===== config.mk =====
export PLATFORM = sky130hd
export DESIGN_NAME = vga_timing_gen
export DESIGN_NICKNAME = d
export VERILOG_FILES = /design/src/rtl/vga_timing_gen.sv
export SDC_FILE = /design/constraint.sdc
export NUM_CORES = 1
export LEC_CHECK = 0
export CELL_PAD_IN_SITES_DETAIL_PLACEMENT = 2
export CELL_PAD_IN_SITES_GLOBAL_PLACEMENT = 2
export CORE_UTILIZATION = 30
export DETAILED_ROUTE_END_ITERATION = 12
export PLACE_DENSITY_LB_ADDON = 0.05
export SYNTH_ARGS = -nofsm -noshare
export SYNTH_HDL_FRONTEND = slang
export SYNTH_SLANG_ARGS = --single-unit

===== constraint.sdc =====
create_clock -name clk -period 3.03 [get_ports clk]
set_clock_uncertainty 0.1 [all_clocks]
set_input_delay 0.7575 -clock clk [delete_from_list [all_inputs] [get_ports clk]]
set_output_delay 0.7575 -clock clk [all_outputs]
set_load 0.02 [all_outputs]

===== src/rtl/vga_timing_gen.sv =====
// vga_timing_gen: raster timing generator for the overlay pipeline.
// Produces x/y scan coordinates, the active-video flag, hsync/vsync and
// line/frame start pulses. All timing is set through parameters; the
// default is 640x480 @ 60 Hz (800 x 525 totals, 25.175 MHz pixel clock).
// The counters advance only on cycles with pix_en=1.
//
// Optional build macro:
//   FRAME_COUNTER_EN - adds the 8-bit frame_count output, which counts
//                      completed frames and wraps 255 -> 0.
//
// Every output is registered and decoded from the next counter state, so
// x, y, active, hsync and vsync always describe the same pixel.
module vga_timing_gen #(
  parameter int unsigned H_ACTIVE  = 640,
  parameter int unsigned H_FP      = 16,
  parameter int unsigned H_SYNC    = 96,
  parameter int unsigned H_BP      = 48,
  parameter int unsigned V_ACTIVE  = 480,
  parameter int unsigned V_FP      = 10,
  parameter int unsigned V_SYNC    = 2,
  parameter int unsigned V_BP      = 33,
  parameter logic        HSYNC_POL = 1'b0,
  parameter logic        VSYNC_POL = 1'b0
) (
  input  logic       clk,
  input  logic       rst,
  input  logic       pix_en,
  output logic [9:0] x,
  output logic [9:0] y,
  output logic       active,
  output logic       hsync,
  output logic       vsync,
  output logic       line_start,
  output logic       frame_start
`ifdef FRAME_COUNTER_EN
  ,
  output logic [7:0] frame_count
`endif
);

  // Line and frame totals; both must fit the 10-bit counters (<= 1024).
  localparam int unsigned H_TOTAL = H_ACTIVE + H_FP + H_SYNC + H_BP;
  localparam int unsigned V_TOTAL = V_ACTIVE + V_FP + V_SYNC + V_BP;

  // Last coordinate of a line / frame, where the counters wrap.
  localparam logic [9:0] H_LAST = 10'(H_TOTAL - 1);
  localparam logic [9:0] V_LAST = 10'(V_TOTAL - 1);

  // Decode boundaries kept at 11 bits so an end boundary equal to 1024
  // still compares correctly against a 10-bit coordinate.
  localparam logic [10:0] H_ACT_END  = 11'(H_ACTIVE);
  localparam logic [10:0] HS_BEGIN   = 11'(H_ACTIVE + H_FP);
  localparam logic [10:0] HS_END     = 11'(H_ACTIVE + H_FP + H_SYNC);
  localparam logic [10:0] V_ACT_END  = 11'(V_ACTIVE);
  localparam logic [10:0] VS_BEGIN   = 11'(V_ACTIVE + V_FP);
  localparam logic [10:0] VS_END     = 11'(V_ACTIVE + V_FP + V_SYNC);

  // Counter state and registered outputs.
  logic [9:0] x_q, x_d;
  logic [9:0] y_q, y_d;
  logic       active_q, active_d;
  logic       hsync_q, hsync_d;
  logic       vsync_q, vsync_d;
  logic       line_start_q, line_start_d;
  logic       frame_start_q, frame_start_d;

  // Wrap conditions of the current position.
  logic       h_wrap;
  logic       v_wrap;

  // Widened next-state coordinates used by the range decoders.
  logic [10:0] x_ext;
  logic [10:0] y_ext;
  logic        in_hsync;
  logic        in_vsync;

  // Next counter state: x steps every enabled cycle, y steps on x wrap.
  always_comb begin
    h_wrap = (x_q == H_LAST);
    v_wrap = h_wrap && (y_q == V_LAST);
    x_d    = x_q;
    y_d    = y_q;
    if (pix_en) begin
      x_d = h_wrap ? 10'd0 : x_q + 10'd1;
      if (h_wrap) begin
        y_d = v_wrap ? 10'd0 : y_q + 10'd1;
      end
    end
  end

  // Decode outputs from the next counter state so they line up with x/y.
  always_comb begin
    x_ext         = {1'b0, x_d};
    y_ext         = {1'b0, y_d};
    in_hsync      = (x_ext >= HS_BEGIN) && (x_ext < HS_END);
    in_vsync      = (y_ext >= VS_BEGIN) && (y_ext < VS_END);
    active_d      = (x_ext < H_ACT_END) && (y_ext < V_ACT_END);
    hsync_d       = in_hsync ? HSYNC_POL : ~HSYNC_POL;
    vsync_d       = in_vsync ? VSYNC_POL : ~VSYNC_POL;
    // Pulses only follow a real enabled wrap, so a stall clears them.
    line_start_d  = pix_en && h_wrap;
    frame_start_d = pix_en && v_wrap;
  end

  // State registers; reset lands on (0,0) with syncs deasserted and no pulse.
  always_ff @(posedge clk) begin
    if (rst) begin
      x_q           <= 10'd0;
      y_q           <= 10'd0;
      active_q      <= 1'b1;
      hsync_q       <= ~HSYNC_POL;
      vsync_q       <= ~VSYNC_POL;
      line_start_q  <= 1'b0;
      frame_start_q <= 1'b0;
    end else begin
      x_q           <= x_d;
      y_q           <= y_d;
      active_q      <= active_d;
      hsync_q       <= hsync_d;
      vsync_q       <= vsync_d;
      line_start_q  <= line_start_d;
      frame_start_q <= frame_start_d;
    end
  end

  assign x           = x_q;
  assign y           = y_q;
  assign active      = active_q;
  assign hsync       = hsync_q;
  assign vsync       = vsync_q;
  assign line_start  = line_start_q;
  assign frame_start = frame_start_q;

`ifdef FRAME_COUNTER_EN
  logic [7:0] frame_count_q, frame_count_d;

  // Count completed frames on the same edge that raises frame_start.
  always_comb begin
    frame_count_d = frame_count_q;
    if (pix_en && v_wrap) begin
      frame_count_d = frame_count_q + 8'd1;
    end
  end

  // Frame counter register, cleared by reset.
  always_ff @(posedge clk) begin
    if (rst) begin
      frame_count_q <= 8'd0;
    end else begin
      frame_count_q <= frame_count_d;
    end
  end

  assign frame_count = frame_count_q;
`endif

endmodule


## Yosys cells after proc, flatten, opt, wreduce, memory -nomap -nowiden

Cells that the tools add are included.

- Reduce and logical (&&, ||, !) cells: 6
- $add $sub $neg: 2
- Magnitude comparators: 6
- Mux-type cells: 7
- Equal/unequal tests: 2

Operator list:

| operator | count |
|---|---|
| $mux W10 | 5 |
| $add A10 B1 Y10 const B | 2 |
| $eq A10 B10 Y1 const B | 2 |
| $lt A10 B10 Y1 const B | 2 |
| $lt A10 B9 Y1 const B | 2 |
| $ge A10 B10 Y1 const B | 1 |
| $ge A10 B9 Y1 const B | 1 |
| $logic_and A1 B1 Y1 | 6 |
| $mux W1 | 2 |

- Register bits after elaboration: 25
- Output and inout bits: 25
- Logic and storage cells: 30
- Bits of input ports: 3

## Logic depth before layout (Yosys ltp)

Gate-level depths: netlist of the first run.

- Word-level depth: 8
- Mapped depth: 7
- Depth with buffers taken out: 6

## Worst setup path before layout of the first run

OpenSTA, ideal clock, no wires.

- Path type: input port to flip-flop
- Start: input pix_en
- End: register hsync_q, in the netlist hsync
- Required time: 2808 ps
- Setup slack: 702 ps
- Arrival time: 2106 ps
- Path buffers: 1
- Stages: 6
- Library setup time: 122 ps
- Cells stage by stage: buf_2 -> nand4_1 -> nor2_1 -> xnor2_1 -> or3b_2 -> a221o_1

- Cells in the longest elaborated chain, start to end: 4
- Elaborated cells on any way between the ends: 5
- Classes of those cells: order compare (2); mux (2); reduce/logical (1)

Ends and longest elaborated chain:

| what | RTL line | source |
|---|---|---|
| start: declaration | 27 | `input logic pix_en,` |
| $mux W10 (*) | 83 | `if (pix_en) begin` |
| $ge A10 B10 Y1 / $lt A10 B10 Y1 (equally long branches) | 95 | `in_hsync = (x_ext >= HS_BEGIN) && (x_ext < HS_END);` |
| $logic_and A1 B1 Y1 (*) | 95 |  |
| $mux W1 (*) | 98 | `hsync_d = in_hsync ? HSYNC_POL : ~HSYNC_POL;` |
| end signal: assignment | 111 | `hsync_q <= ~HSYNC_POL;` |
| end signal: assignment | 119 | `hsync_q <= hsync_d;` |
| end: declaration | 62 | `logic hsync_q, hsync_d;` |

Mark *: on every way between the ends. The rest lies on a longest branch, timed or not.
A chain may end at the register's enable or synchronous reset.

## Worst setup path in the final report of the first run

Same ends and word-level chain as after synthesis.

==> impl_results.md, run 1 <==
* DR vias at 1349
* Setup TNS at 0 ns
* Clk pin slew, worst setup/hold paths at 0.10 ns
* Max_cap viols at 0
* Detailed-route DRC error count at 0
* Routed wire length at 4.46 mm
* Status: complete, no violations
* Cell Pwr Density at 326 nW/um^2
* Asr flop ratio synth at 0
* TritonRoute pass-1 iters at 4
* Leading cell type in the layout, fill and taps excluded: clkdlybuf4s50_1
* CTS H-tree lvls at 1
* Post-synth EDFFs at 0
* GR Util met1 at 0.254
* Layout Utilization at 0.403
* Top Usage Layer GRT: met2
* Reg2reg path depth at 5
* Num CTS Buffers at 3
* Clock Sinks at 25
* FF-to-FF End: vsync$_SDFF_PP1_
* Slew at the pin closest to its max-slew limit at 0.425 ns
* Fin. Hold Viols at 0
* Final cell count without fillers at 242
* WL per Instance at 18.4 um
* Slew Viols, Final at 0
* Core area at 4350 sq um
* Global-route wire length before repair at 7.38 mm
* Congestion Overflow GR at 0
* Via/cell ratio at 5.57
* N_diodes at 0
* Clock Power Share at 0.375
* Yosys warning count at 0
* IO Port Bufs at 27
* Ys flop type: dfxtp_1
* Area Overhead vs Synth at 29.9%
* HPWL Detailed at 3.27 mm
* Int Power at 0.000435 W
* Slew HR at 0.716
* Die Width at 69.1 um
* Yosys reg bits at 25
* Combinational power share at 0.044
* HP Class: reg2reg
* CP endpoint: hsync$_SDFF_PP1_
* Avg Cell Area, Syn at 8.45 sq um
* Maximum number of pins on one net before global-route repair at 16
* Final setup vio count at 0
* Cell taking the most area after synthesis: dfxtp_1
* Syn Std Cell Area at 1350 sq um
* Filler cells at 489
* Reg-to-reg startpoint: x[8]$_SDFF_PP0_
* Share of cells above drive strength 1 at 0.0947
* Placed cells at 238
* Clk_lat worst skew at 0.28 ns
* Worst Path Required at 3.11 ns
* ANT nets after route at 0
* Global routing usage on met2 at 0.326
* P_leak at 0.604 nW
* # IOs at 28
* Crit. Startpoint: pix_en
* Starting Density at 0.311
* Worst Setup Slack, final at 0.395 ns
* Worst Setup Path Type: in2reg
* Post_cts resized at 0
* Worst path arrival time at 2.71 ns
* Clk root buf: clkbuf_8
* RD Place Congestion at 0.759
* Die height at 69.1 um
* Max rail drop VDD at 0.161 mV
* Period minus WS final at 2.63 ns
* RSZ-0062 raised after global routing: false
* Synth cell types at 42
* Syn Inst Count at 160
* Worst Hold Launch: x[1]$_SDFF_PP0_
* Initial antenna violation count at 0
* Crit-path max FO at 9
* Rows at 24
* Top cell type's share of synthesized area at 0.370
* CP Launch Type: primary input
* Switching Share at 0.241
* Achievable Freq at 380 MHz
* Min Hold Slack at 0.435 ns
* Die area at 4780 sq um
* Post CTS Setup Buffer Count at 0
* Worst-case clock buffer depth at 2
* Gr usage total at 0.193
* Cts-stage hold buffer count at 0
* Layout Nets at 197
* Most frequent cells in the layout: 27 x clkdlybuf4s50_1, 25 x dfxtp_1, 19 x nor2_1, 11 x a21oi_1, 11 x nand2_1
* Initial DRC count at 82
* Final period util at 0.870
* Register area share after synthesis at 0.370
* Post-Synthesis Net Count at 166
* Vias in the first global route at 1475
* Critical path capture point type: flop
* Sw Pwr at 0.000138 W
* Pre-CTS WS at 0.0997 ns
* Met3 Use GR at 0.0249
* Power share of the sequential group at 0.581
* CTS tree: done
* Flop2flop setup slack at 0.69 ns
* Synth area leaders: dfxtp_1 37%, nor2_1 5.3%, a21oi_1 4.1%
cell families after synthesis:
kind of cell    after synthesis  synth area share
xor+xnor                      9            0.0583
simple gates                 72             0.312
compound gates               35             0.177
buf+inv                      14            0.0407
fa+ha+maj                     3            0.0278
mux                           2            0.0148
flops                        25             0.370
power by group through the flow:
stage	registers, W	clock network, W	logic [W]
after floorplan	0.000343	0	0.00000982
after global placement	0.000340	0	0.0000240
after detailed placement	0.000341	0	0.0000254
after CTS	0.000333	0.000224	0.0000256
after global routing	0.000334	0.000239	0.0000277
final	0.000333	0.000215	0.0000254
worst min path at each step:
stage,to,slack (ns),cells after the start
2_1_floorplan,x[1]$_SDFF_PP0_,0.47,2
6_report,x[1]$_SDFF_PP0_,0.43,2
4_1_cts,x[1]$_SDFF_PP0_,0.44,2
5_1_grt,x[1]$_SDFF_PP0_,0.47,2
3_3_place_gp,x[1]$_SDFF_PP0_,0.41,2
3_5_place_dp,x[1]$_SDFF_PP0_,0.42,2
sequential cells by signal (all words and copies together), names as in the netlist:
register	flops
hsync	1
y	10
line_start	1
vsync	1
frame_start	1
active	1
x	10
area by class of cell:
cell class / instances / area, sq um / share of cell area
clock inverter: 1 / 7.51 / 0.00427
inverter: 6 / 22.5 / 0.0128
multi-input combinational: 121 / 797 / 0.454
tap: 52 / 65.1 / 0.0370
timing repair buffer: 34 / 323 / 0.184
sequential: 25 / 500 / 0.285
clock buffer: 3 / 41.3 / 0.0235
cell usage after synthesis, drive strengths merged (3+ instances only):
library cell  count
a21oi            11
and2              3
and4              3
clkbuf            6
dfxtp            25
ha                3
inv               6
nand2            11
nand3             7
nand4             7
nor2             19
nor3              6
nor3b             3
o21ai             6
o31ai             4
xnor2             5
xor2              4
metal layers:
metal | routed length, um | vias to the layer above
met5 | 0 | -
met4 | 51 | 0
met3 | 89 | 5
met2 | 2100 | 17
met1 | 2210 | 680
li1 | - | 647
per-stage QoR:
step	cell area (sq um)	total power, W
2_1_floorplan	1350	0.000352
3_3_place_gp	1710	0.000364
3_5_place_dp	1710	0.000366
4_1_cts	1760	0.000582
5_1_grt	1760	0.000601
6_report	1760	0.000573
worst max-delay path, cell delays in order:
cell,delay [ns]
clkdlybuf4s50_1,0.65
nand4_1,0.27
nor2_1,0.19
xnor2_1,0.10
or3b_2,0.48
a221o_1,0.26
(Power assumes the default switching activity.)
==> run 2, diff against run 1 <==
--- a/config.mk
+++ b/config.mk
@@ -8,6 +8,7 @@
 export CELL_PAD_IN_SITES_DETAIL_PLACEMENT = 2
 export CELL_PAD_IN_SITES_GLOBAL_PLACEMENT = 2
 export CORE_UTILIZATION = 30
+export CTS_CLUSTER_DIAMETER = 30
 export DETAILED_ROUTE_END_ITERATION = 12
 export PLACE_DENSITY_LB_ADDON = 0.05
 export SYNTH_ARGS = -nofsm -noshare
==> results of run 2 <==
Same layout as run 1: the final DEF is identical, and so are final timing and power.
==> run 3, diff against run 2 <==
--- a/config.mk
+++ b/config.mk
@@ -5,9 +5,10 @@
 export SDC_FILE = /design/constraint.sdc
 export NUM_CORES = 1
 export LEC_CHECK = 0
+export ABC_AREA = 1
 export CELL_PAD_IN_SITES_DETAIL_PLACEMENT = 2
 export CELL_PAD_IN_SITES_GLOBAL_PLACEMENT = 2
-export CORE_UTILIZATION = 30
+export CORE_UTILIZATION = 29
 export CTS_CLUSTER_DIAMETER = 30
 export DETAILED_ROUTE_END_ITERATION = 12
 export PLACE_DENSITY_LB_ADDON = 0.05
==> impl_results.md, run 3 <==
* Status: complete, no violations (unchanged)
* Initial DRC count at 23 (was 82)
* Final period util at 0.836 (was 0.870)
* Pre-CTS WS at 0.193 ns (was 0.0997 ns)
* Asr flop ratio synth at 0 (unchanged)
* CTS tree: done (unchanged)
* HP Class: reg2reg (unchanged)
* Critical path capture point type: flop (unchanged)
* Worst Setup Slack, final at 0.498 ns (was 0.395 ns)
* Worst-path cell chain: clkdlybuf4s50_1 -> nand2_2 -> inv_2 -> nand2_2 -> nor2_4 -> nand3_1 -> nand2_1 -> nand2_1 -> nor2_1 -> nor2_1 -> nand2_1 -> nand2_1 (was clkdlybuf4s50_1 -> nand4_1 -> nor2_1 -> xnor2_1 -> or3b_2 -> a221o_1)
* Sw Pwr at 0.000132 W (was 0.000138 W)
* Synth area leaders: dfxtp_1 35%, nand2_1 14%, nor2_1 10% (was dfxtp_1 37%, nor2_1 5.3%, a21oi_1 4.1%)
* P_leak at 0.736 nW (was 0.604 nW)
* Synth cell types at 27 (was 42)
* Crit. Startpoint: pix_en (unchanged)
* Core area at 4750 sq um (was 4350 sq um)
* Worst Path Required at 3.10 ns (was 3.11 ns)
* Period minus WS final at 2.53 ns (was 2.63 ns)
* Setup TNS at 0 ns (unchanged)
* Slowest stage delay, CP at 0.60 ns (was 0.65 ns)
* Clock Sinks at 25 (unchanged)
* Syn Std Cell Area at 1440 sq um (was 1350 sq um)
* Ys flop type: dfxtp_1 (unchanged)
* Worst Hold Launch: x[1]$_SDFF_PP0_ (unchanged)
* Yosys warning count at 0 (unchanged)
* CTS H-tree lvls at 1 (unchanged)
* Global-route wire length before repair at 8.03 mm (was 7.38 mm)
* Via/cell ratio at 4.62 (was 5.57)
* Cell taking the most area after synthesis: dfxtp_1 (unchanged)
* Slew at the pin closest to its max-slew limit at 0.387 ns (was 0.425 ns)
* Critical path's top delay family: simple AND/OR/NAND/NOR gates (unchanged)
* Hold Path Stages at 2 (unchanged)
* Total power at 0.000569 W (was 0.000573 W)
* Yosys reg bits at 25 (unchanged)
* Reg2reg path depth at 12 (was 5)
* Num CTS Buffers at 3 (unchanged)
* Combinational power share at 0.050 (was 0.044)
* Post_cts resized at 0 (unchanged)
* Clock Power Share at 0.364 (was 0.375)
* Gr usage total at 0.201 (was 0.193)
* Worst-case clock buffer depth at 2 (unchanged)
* WP buf/inv at 2 (was 1)
* WP depth at 12 (was 6)
* HPWL Detailed at 3.83 mm (was 3.27 mm)
* Power share of the sequential group at 0.586 (was 0.581)
* Leading cell type in the layout, fill and taps excluded: nand2_1 (was clkdlybuf4s50_1)
* Share of cells above drive strength 1 at 0.102 (was 0.0947)
* Syn Inst Count at 223 (was 160)
* Post-Synthesis Net Count at 229 (was 166)
* Routed wire length at 4.70 mm (was 4.46 mm)
* Die height at 72.4 um (was 69.1 um)
* Clk_lat worst skew at 0.27 ns (was 0.28 ns)
* Fin. Hold Viols at 0 (unchanged)
* Slew HR at 0.739 (was 0.716)
* N_diodes at 0 (unchanged)
* Clk pin slew, worst setup/hold paths at 0.09 ns (was 0.10 ns)
* Cts-stage hold buffer count at 0 (unchanged)
* Reg-to-reg startpoint: x[1]$_SDFF_PP0_ (was x[8]$_SDFF_PP0_)
* Crit-path max FO at 12 (was 9)
* Final setup vio count at 0 (unchanged)
* Crit-path slowest cell: clkdlybuf4s50_1 (unchanged)
* Top cell type's share of synthesized area at 0.348 (was 0.370)
* Clk root buf: clkbuf_8 (unchanged)
* Switching Share at 0.233 (was 0.241)
* Avg Cell Area, Syn at 6.44 sq um (was 8.45 sq um)
* Crit-path most repeated cell: nand2_1
* Final cell count without fillers at 321 (was 242)
* Rows at 25 (was 24)
* Int Power at 0.000437 W (was 0.000435 W)
* Detailed-route DRC error count at 0 (unchanged)
* Area Overhead vs Synth at 27.8% (was 29.9%)
* DR vias at 1484 (was 1349)
* IO Port Bufs at 27 (unchanged)
* Vias in the first global route at 1684 (was 1475)
* Filler cells at 614 (was 489)
* ANT nets after route at 0 (unchanged)
* Placed cells at 317 (was 238)
* Post CTS Setup Buffer Count at 0 (unchanged)
* Cell with the most instances after synthesis: nand2_1 (was dfxtp_1)
* Max_cap viols at 0 (unchanged)
* Top cells by count, synth: 52 x nand2_1, 40 x nor2_1, 32 x inv_1 (was 25 x dfxtp_1, 19 x nor2_1, 11 x a21oi_1, 11 x nand2_1, 7 x nand3_1)
* Cell Pwr Density at 310 nW/um^2 (was 326 nW/um^2)
* Initial antenna violation count at 0 (unchanged)
* Register area share after synthesis at 0.348 (was 0.370)
* Die area at 5240 sq um (was 4780 sq um)
* Worst Setup Path Type: in2reg (unchanged)
* RD Place Congestion at 0.785 (was 0.759)
* Achievable Freq at 395 MHz (was 380 MHz)
* CP Launch Type: primary input (unchanged)
* # IOs at 28 (unchanged)
* Most frequent cells in the layout: 52 x nand2_1, 40 x nor2_1, 32 x inv_1, 27 x clkdlybuf4s50_1 (was 27 x clkdlybuf4s50_1, 25 x dfxtp_1, 19 x nor2_1, 11 x a21oi_1, 11 x nand2_1)
* RSZ-0062 raised after global routing: false (unchanged)
* Die Width at 72.4 um (was 69.1 um)
* Max rail drop VDD at 0.160 mV (was 0.161 mV)
* Starting Density at 0.302 (was 0.311)
* TritonRoute pass-1 iters at 4 (unchanged)
* Congestion Overflow GR at 0 (unchanged)
* Post-synth EDFFs at 0 (unchanged)
* WL per Instance at 14.6 um (was 18.4 um)
* Worst path arrival time at 2.60 ns (was 2.71 ns)
* Slew Viols, Final at 0 (unchanged)
* Maximum number of pins on one net before global-route repair at 14 (was 16)
* Layout Nets at 261 (was 197)
[run 3: cell count changes after synthesis, sizes merged, moves of 4 or more]
cell	delta
o31ai	-4
xnor2	-4
nand3	+21
nor3	-4
xor2	-4
nand2	+49
inv	+27
nor2	+25
clkbuf	-5
[run 3: path summary, 6_finish.rpt]
kind / to / slack [ns]
setup / recovery: active$_SDFF_PP1_ / 0.50
hold / removal: x[1]$_SDFF_PP0_ / 0.45
setup reg to reg: active$_SDFF_PP1_ / 0.98
hold reg to reg: x[1]$_SDFF_PP0_ / 0.45
[run 3: power groups by stage]
stage	sequential, W	combinational, W	clock [W]
6_report	0.000334	0.0000283	0.000207
2_1_floorplan	0.000343	0.0000125	0
4_1_cts	0.000334	0.0000288	0.000217
3_5_place_dp	0.000342	0.0000288	0
5_1_grt	0.000334	0.0000310	0.000232
3_3_place_gp	0.000341	0.0000285	0
[run 3: logic make-up (layout without fill, tap and decap cells)]
kind of cell | after synthesis | after routing | synth area share
simple gates | 140 | 140 | 0.446
buf+inv | 37 | 68 | 0.107
flops | 25 | 25 | 0.348
compound gates | 17 | 17 | 0.0662
fa+ha+maj | 3 | 3 | 0.0261
xor+xnor | 1 | 1 | 0.00610
[run 3: per-stage QoR]
stage	utilization	area [sq um]	hold slack, ns
floorplan	-	1440	0.477
global placement	0.377	1790	0.423
detailed placement	0.377	1790	0.436
CTS	0.386	1840	0.452
global route	0.386	1840	0.488
finish	0.386	1840	0.449
[run 3: layout make-up]
| class | count | area [sq um] | share of cell area |
|---|---|---|---|
| clock buffers | 4 | 45.0 | 0.0245 |
| repair buffers | 31 | 300 | 0.164 |
| flip-flops and latches | 25 | 500 | 0.273 |
| inverters | 33 | 124 | 0.0675 |
| well taps | 67 | 83.8 | 0.0457 |
| multi-input cells | 161 | 782 | 0.426 |
[run 3: layer usage]
layer	track usage	routed length, um	up-vias
met1	0.230	2170	706
met3	0.0292	71	2
met2	0.391	2430	16
li1	-	-	760
met5	0	0	-
met4	0.0370	25	0
[run 3: worst min-delay path, stage by stage, from the launching register on]
cell and delay (ns):
dfxtp_1 0.37, nand2_1 0.09, a21oi_1 0.05
==> variant 1, RTL diff (settings of run 3) <==
The parameter `HSYNC_POL` goes from 1'b0 to 1'b1.
--- a/src/rtl/vga_timing_gen.sv
+++ b/src/rtl/vga_timing_gen.sv
@@ -19,7 +19,7 @@
   parameter int unsigned V_FP      = 10,
   parameter int unsigned V_SYNC    = 2,
   parameter int unsigned V_BP      = 33,
-  parameter logic        HSYNC_POL = 1'b0,
+  parameter logic        HSYNC_POL = 1'b1,
   parameter logic        VSYNC_POL = 1'b0
 ) (
   input  logic       clk,
Behaviour: not the same (a bounded check fails within 4 cycles, from zero or initial values and one cycle with rst high).
==> variant 1 against run 3 <==
Sequential cell count did not move. Wire length fell by 12%. Area after synthesis fell by 6.3%. Combinational power barely moved. Final area fell by 5.7%. Setup slack improved by 0.11 ns. Hold slack got worse by 0.029 ns. Largest power group unchanged. Largest cell class unchanged. Power barely moved.
==> variant 1: results (changes against run 3) <==
metric;value;unit;change
Syn Nets;213;;-7.0%
via count;1377;;-7.2%
synth-to-layout area growth;28.6;%;
htree depth;1;;unchanged
vias in the first global route;1548;;-8.1%
worst vdd ir;0.168;mV;+4.8%
setup bufs post-CTS;0;;unchanged
Placer Congestion;0.786;;+0.23%
Num CTS Buffers;3;;unchanged
Synthesis Warnings;0;;unchanged
commonest cells in the netlist;nand2_1 (53), nor2_1 (36), inv_1 (29);;
fill cell count;554;;-9.8%
global-route usage over all layers;18.8;%;-1.3 points
Starting DRT DRC Count;36;;+57%
PortBufs;27;;unchanged
relative slew slack;73.8;%;-0.12 points
top post-synthesis cells by area;dfxtp_1 (37%), nand2_1 (15%), nor2_1 (10%), inv_1 (8.1%), nand3_1 (6.3%);;
HPWL Detailed;3380;microns;-12%
first-pass GRT wire length;7360;microns;-8.3%
hold crit path type;reg2reg;;
CP max FO;7;;-5
HP Start;x[1]$_SDFF_PP0_;;
Max Slew Vio Count;0;;unchanged
sequential share of the synthesized area;37.2;%;+2.3 points
Worst EP arrival;2.50;ns;-0.10 ns
dpl ws;0.295;ns;+0.102 ns
run status;finished clean;;
Root Buffer;clkbuf_8;;
largest net degree at the start of global routing;15;;+1
number of gates resized after cts;0;;unchanged
Initial DRT Pass Iterations;4;;unchanged
crit path launch;pix_en;;
LEAKAGE;0.740;nW;+0.52%
fraction of layout cells with a size suffix above 1;8.02;%;-2.2 points
synth unique cells;23;;-15%
Async S/R FF share, synth;0;%;unchanged
layout net count;244;;-6.5%
drt wl/cell;14.4;microns;-1.9%
DP Area;1690;sq um;-5.9%
variant 1: power breakdown:
| group | switching, W | total (W) | internal, W |
|---|---|---|---|
| Combinational | 0.0000170 | 0.0000282 | 0.0000112 |
| Clock | 0.000115 | 0.000208 | 0.0000924 |
| Sequential | 0.00000251 | 0.000333 | 0.000331 |
variant 1: metrics by stage:
stage	cells	power (W)
final	289	0.000569
after global routing	289	0.000589
after floorplan	207	0.000355
after detailed placement	285	0.000370
after CTS	289	0.000579
after global placement	285	0.000368
variant 1: worst paths after layout:
check / end / slack [ns] / depth (start not counted)
worst max-delay path: active$_SDFF_PP1_ / 0.60 / 14
worst min-delay path: x[1]$_SDFF_PP0_ / 0.42 / 2
worst max register to register: active$_SDFF_PP1_ / 1.11 / 12
worst min register to register: x[1]$_SDFF_PP0_ / 0.42 / 2
variant 1: cell families (layout without fill, tap and decap cells):
| kind of cell | count (synthesis) | after routing | synth area share, % |
|---|---|---|---|
| XOR/XNOR | 6 | 6 | 3.90 |
| adder cells (fa/ha/maj) | 3 | 3 | 2.79 |
| buffers and inverters | 34 | 64 | 9.48 |
| flip-flops | 25 | 25 | 37.2 |
| AO/OA/AOI/OAI | 10 | 10 | 4.46 |
| AND/OR/NAND/NOR | 129 | 129 | 42.2 |
variant 1: cell type report:
type	instances	share of cell area, %
multi-input cells	148	41.5
clock inverters	1	0.289
inverters	31	6.72
clock buffers	3	2.38
well taps	52	3.76
flip-flops and latches	25	28.9
repair buffers	29	16.5
variant 1: metal layers:
layer	share of wire (%)	vias to the layer above	global-route usage (%)
li1	-	701	-
met1	47	650	24.0
met2	50	21	32.8
met3	1.8	5	2.31
met4	1.4	0	6.00
met5	0	-	0
variant 1: critical path, cell delays in order:
cell	delay, ns
clkdlybuf4s50_1	0.61
nand2_1	0.14
nor2_2	0.16
nand2_2	0.09
nor2_2	0.15
nand2_1	0.07
nand2_1	0.06
inv_1	0.06
nor2_2	0.12
nand2_1	0.08
nand2_1	0.06
inv_1	0.04
nand2_1	0.05
nand2_1	0.05
==> variant 2, RTL diff (flow settings as in run 3) <==
Made on the original files. Take the reset off `x_q` and `y_q` and load them in a clocked block of their own.
--- a/src/rtl/vga_timing_gen.sv
+++ b/src/rtl/vga_timing_gen.sv
@@ -105,22 +105,23 @@
   // State registers; reset lands on (0,0) with syncs deasserted and no pulse.
   always_ff @(posedge clk) begin
     if (rst) begin
-      x_q           <= 10'd0;
-      y_q           <= 10'd0;
       active_q      <= 1'b1;
       hsync_q       <= ~HSYNC_POL;
       vsync_q       <= ~VSYNC_POL;
       line_start_q  <= 1'b0;
       frame_start_q <= 1'b0;
     end else begin
-      x_q           <= x_d;
-      y_q           <= y_d;
       active_q      <= active_d;
       hsync_q       <= hsync_d;
       vsync_q       <= vsync_d;
       line_start_q  <= line_start_d;
       frame_start_q <= frame_start_d;
     end
+  end
+
+  always_ff @(posedge clk) begin
+    x_q <= x_d;
+    y_q <= y_d;
   end
 
   assign x           = x_q;
Check against the original RTL: not equivalent (Yosys sat finds a counterexample within 4 cycles, from zero or initial values and one cycle with rst high).
==> variant 2 against run 3 <==
Die area fell by 5.0%. Area after synthesis is 5.1% lower. Wire length decreased by 9.4%. Hold slack gained 0.0048 ns. Synthesized cell count shrank 10%. Critical path depth unchanged. Final area fell by 5.7%. Setup slack improved by 0.15 ns. Utilization up 0.36 points. Sequential cell count unchanged.
Power is not compared: it rests on default switching activity, and its combinational part moved more than twofold at a synthesized area within 25%.
==> variant 2: results (changes against run 3) <==
metric;value;unit;change
run status;finished clean;;
HP Start;y[1]$_DFF_P_;;
adder-cell share of the synthesized area;2.75;%;+0.14 points
drt wl/cell;15.1;microns;+3.1%
Buffers excl. clock;28;;-9.7%
Layout Cells excl Fill;282;;-12%
r2r startpoint;x[0]$_DFF_P_;;
area of the multi-input gates;719;sq um;-8.0%
DP Area;1690;sq um;-5.8%
hold_ws;0.454;ns;+0.00481 ns
Starting DRT DRC Count;28;;+22%
HPWL Detailed;3400;microns;-11%
global-route usage over all layers;18.5;%;-1.5 points
cell area after synthesis;1360;sq um;-5.1%
via count;1360;;-8.4%
clk tree area frac;2.60;%;+0.15 points
Synth Area per Inst;6.81;sq um;+5.8%
CP max FO;5;;-7
Post-Synth XOR/XNOR Area;1.29;%;+0.68 points
Multi-In Gates;140;;-13%
dpl ws;0.316;ns;+0.123 ns
layout net count;237;;-9.2%
Final non-clock buffer share;16.0;%;-0.32 points
Initial DRT Pass Iterations;3;;-1
vias in the first global route;1520;;-9.7%
Syn Nets;206;;-10%
fraction of layout cells with a size suffix above 1;11.7;%;+1.5 points
synth unique cells;29;;+7.4%
flop2flop setup slack;0.93;ns;-0.05 ns
multi-input combinational area share;41.5;%;-1.1 points
-- variant 2: metal layers --
layer	track usage, %	vias to the layer above	wire length, microns
met5	0	-	0
met2	35.9	18	2290
met4	5.78	0	65
met3	2.14	6	77
li1	-	675	-
met1	21.1	661	1820
-- variant 2: how the worst max path moves through the flow --
stage                                   end   start  slack (ns)
after global placement    active$_SDFF_PP1_  pix_en        0.41
after detailed placement  active$_SDFF_PP1_  pix_en        0.32
after CTS                 active$_SDFF_PP1_  pix_en        0.59
after floorplan            hsync$_SDFF_PP1_  pix_en        1.05
final                     active$_SDFF_PP1_  pix_en        0.64
after global routing      active$_SDFF_PP1_  pix_en        0.44
-- variant 2: tightest hold or removal path: cells and delay by family (launching register included) --
| kind | cells | cell delay (ns) |
|---|---|---|
| AOI/OAI and AO/OA | 1 | 0.07 |
| buffers and inverters | 1 | 0.10 |
| DFF | 1 | 0.34 |
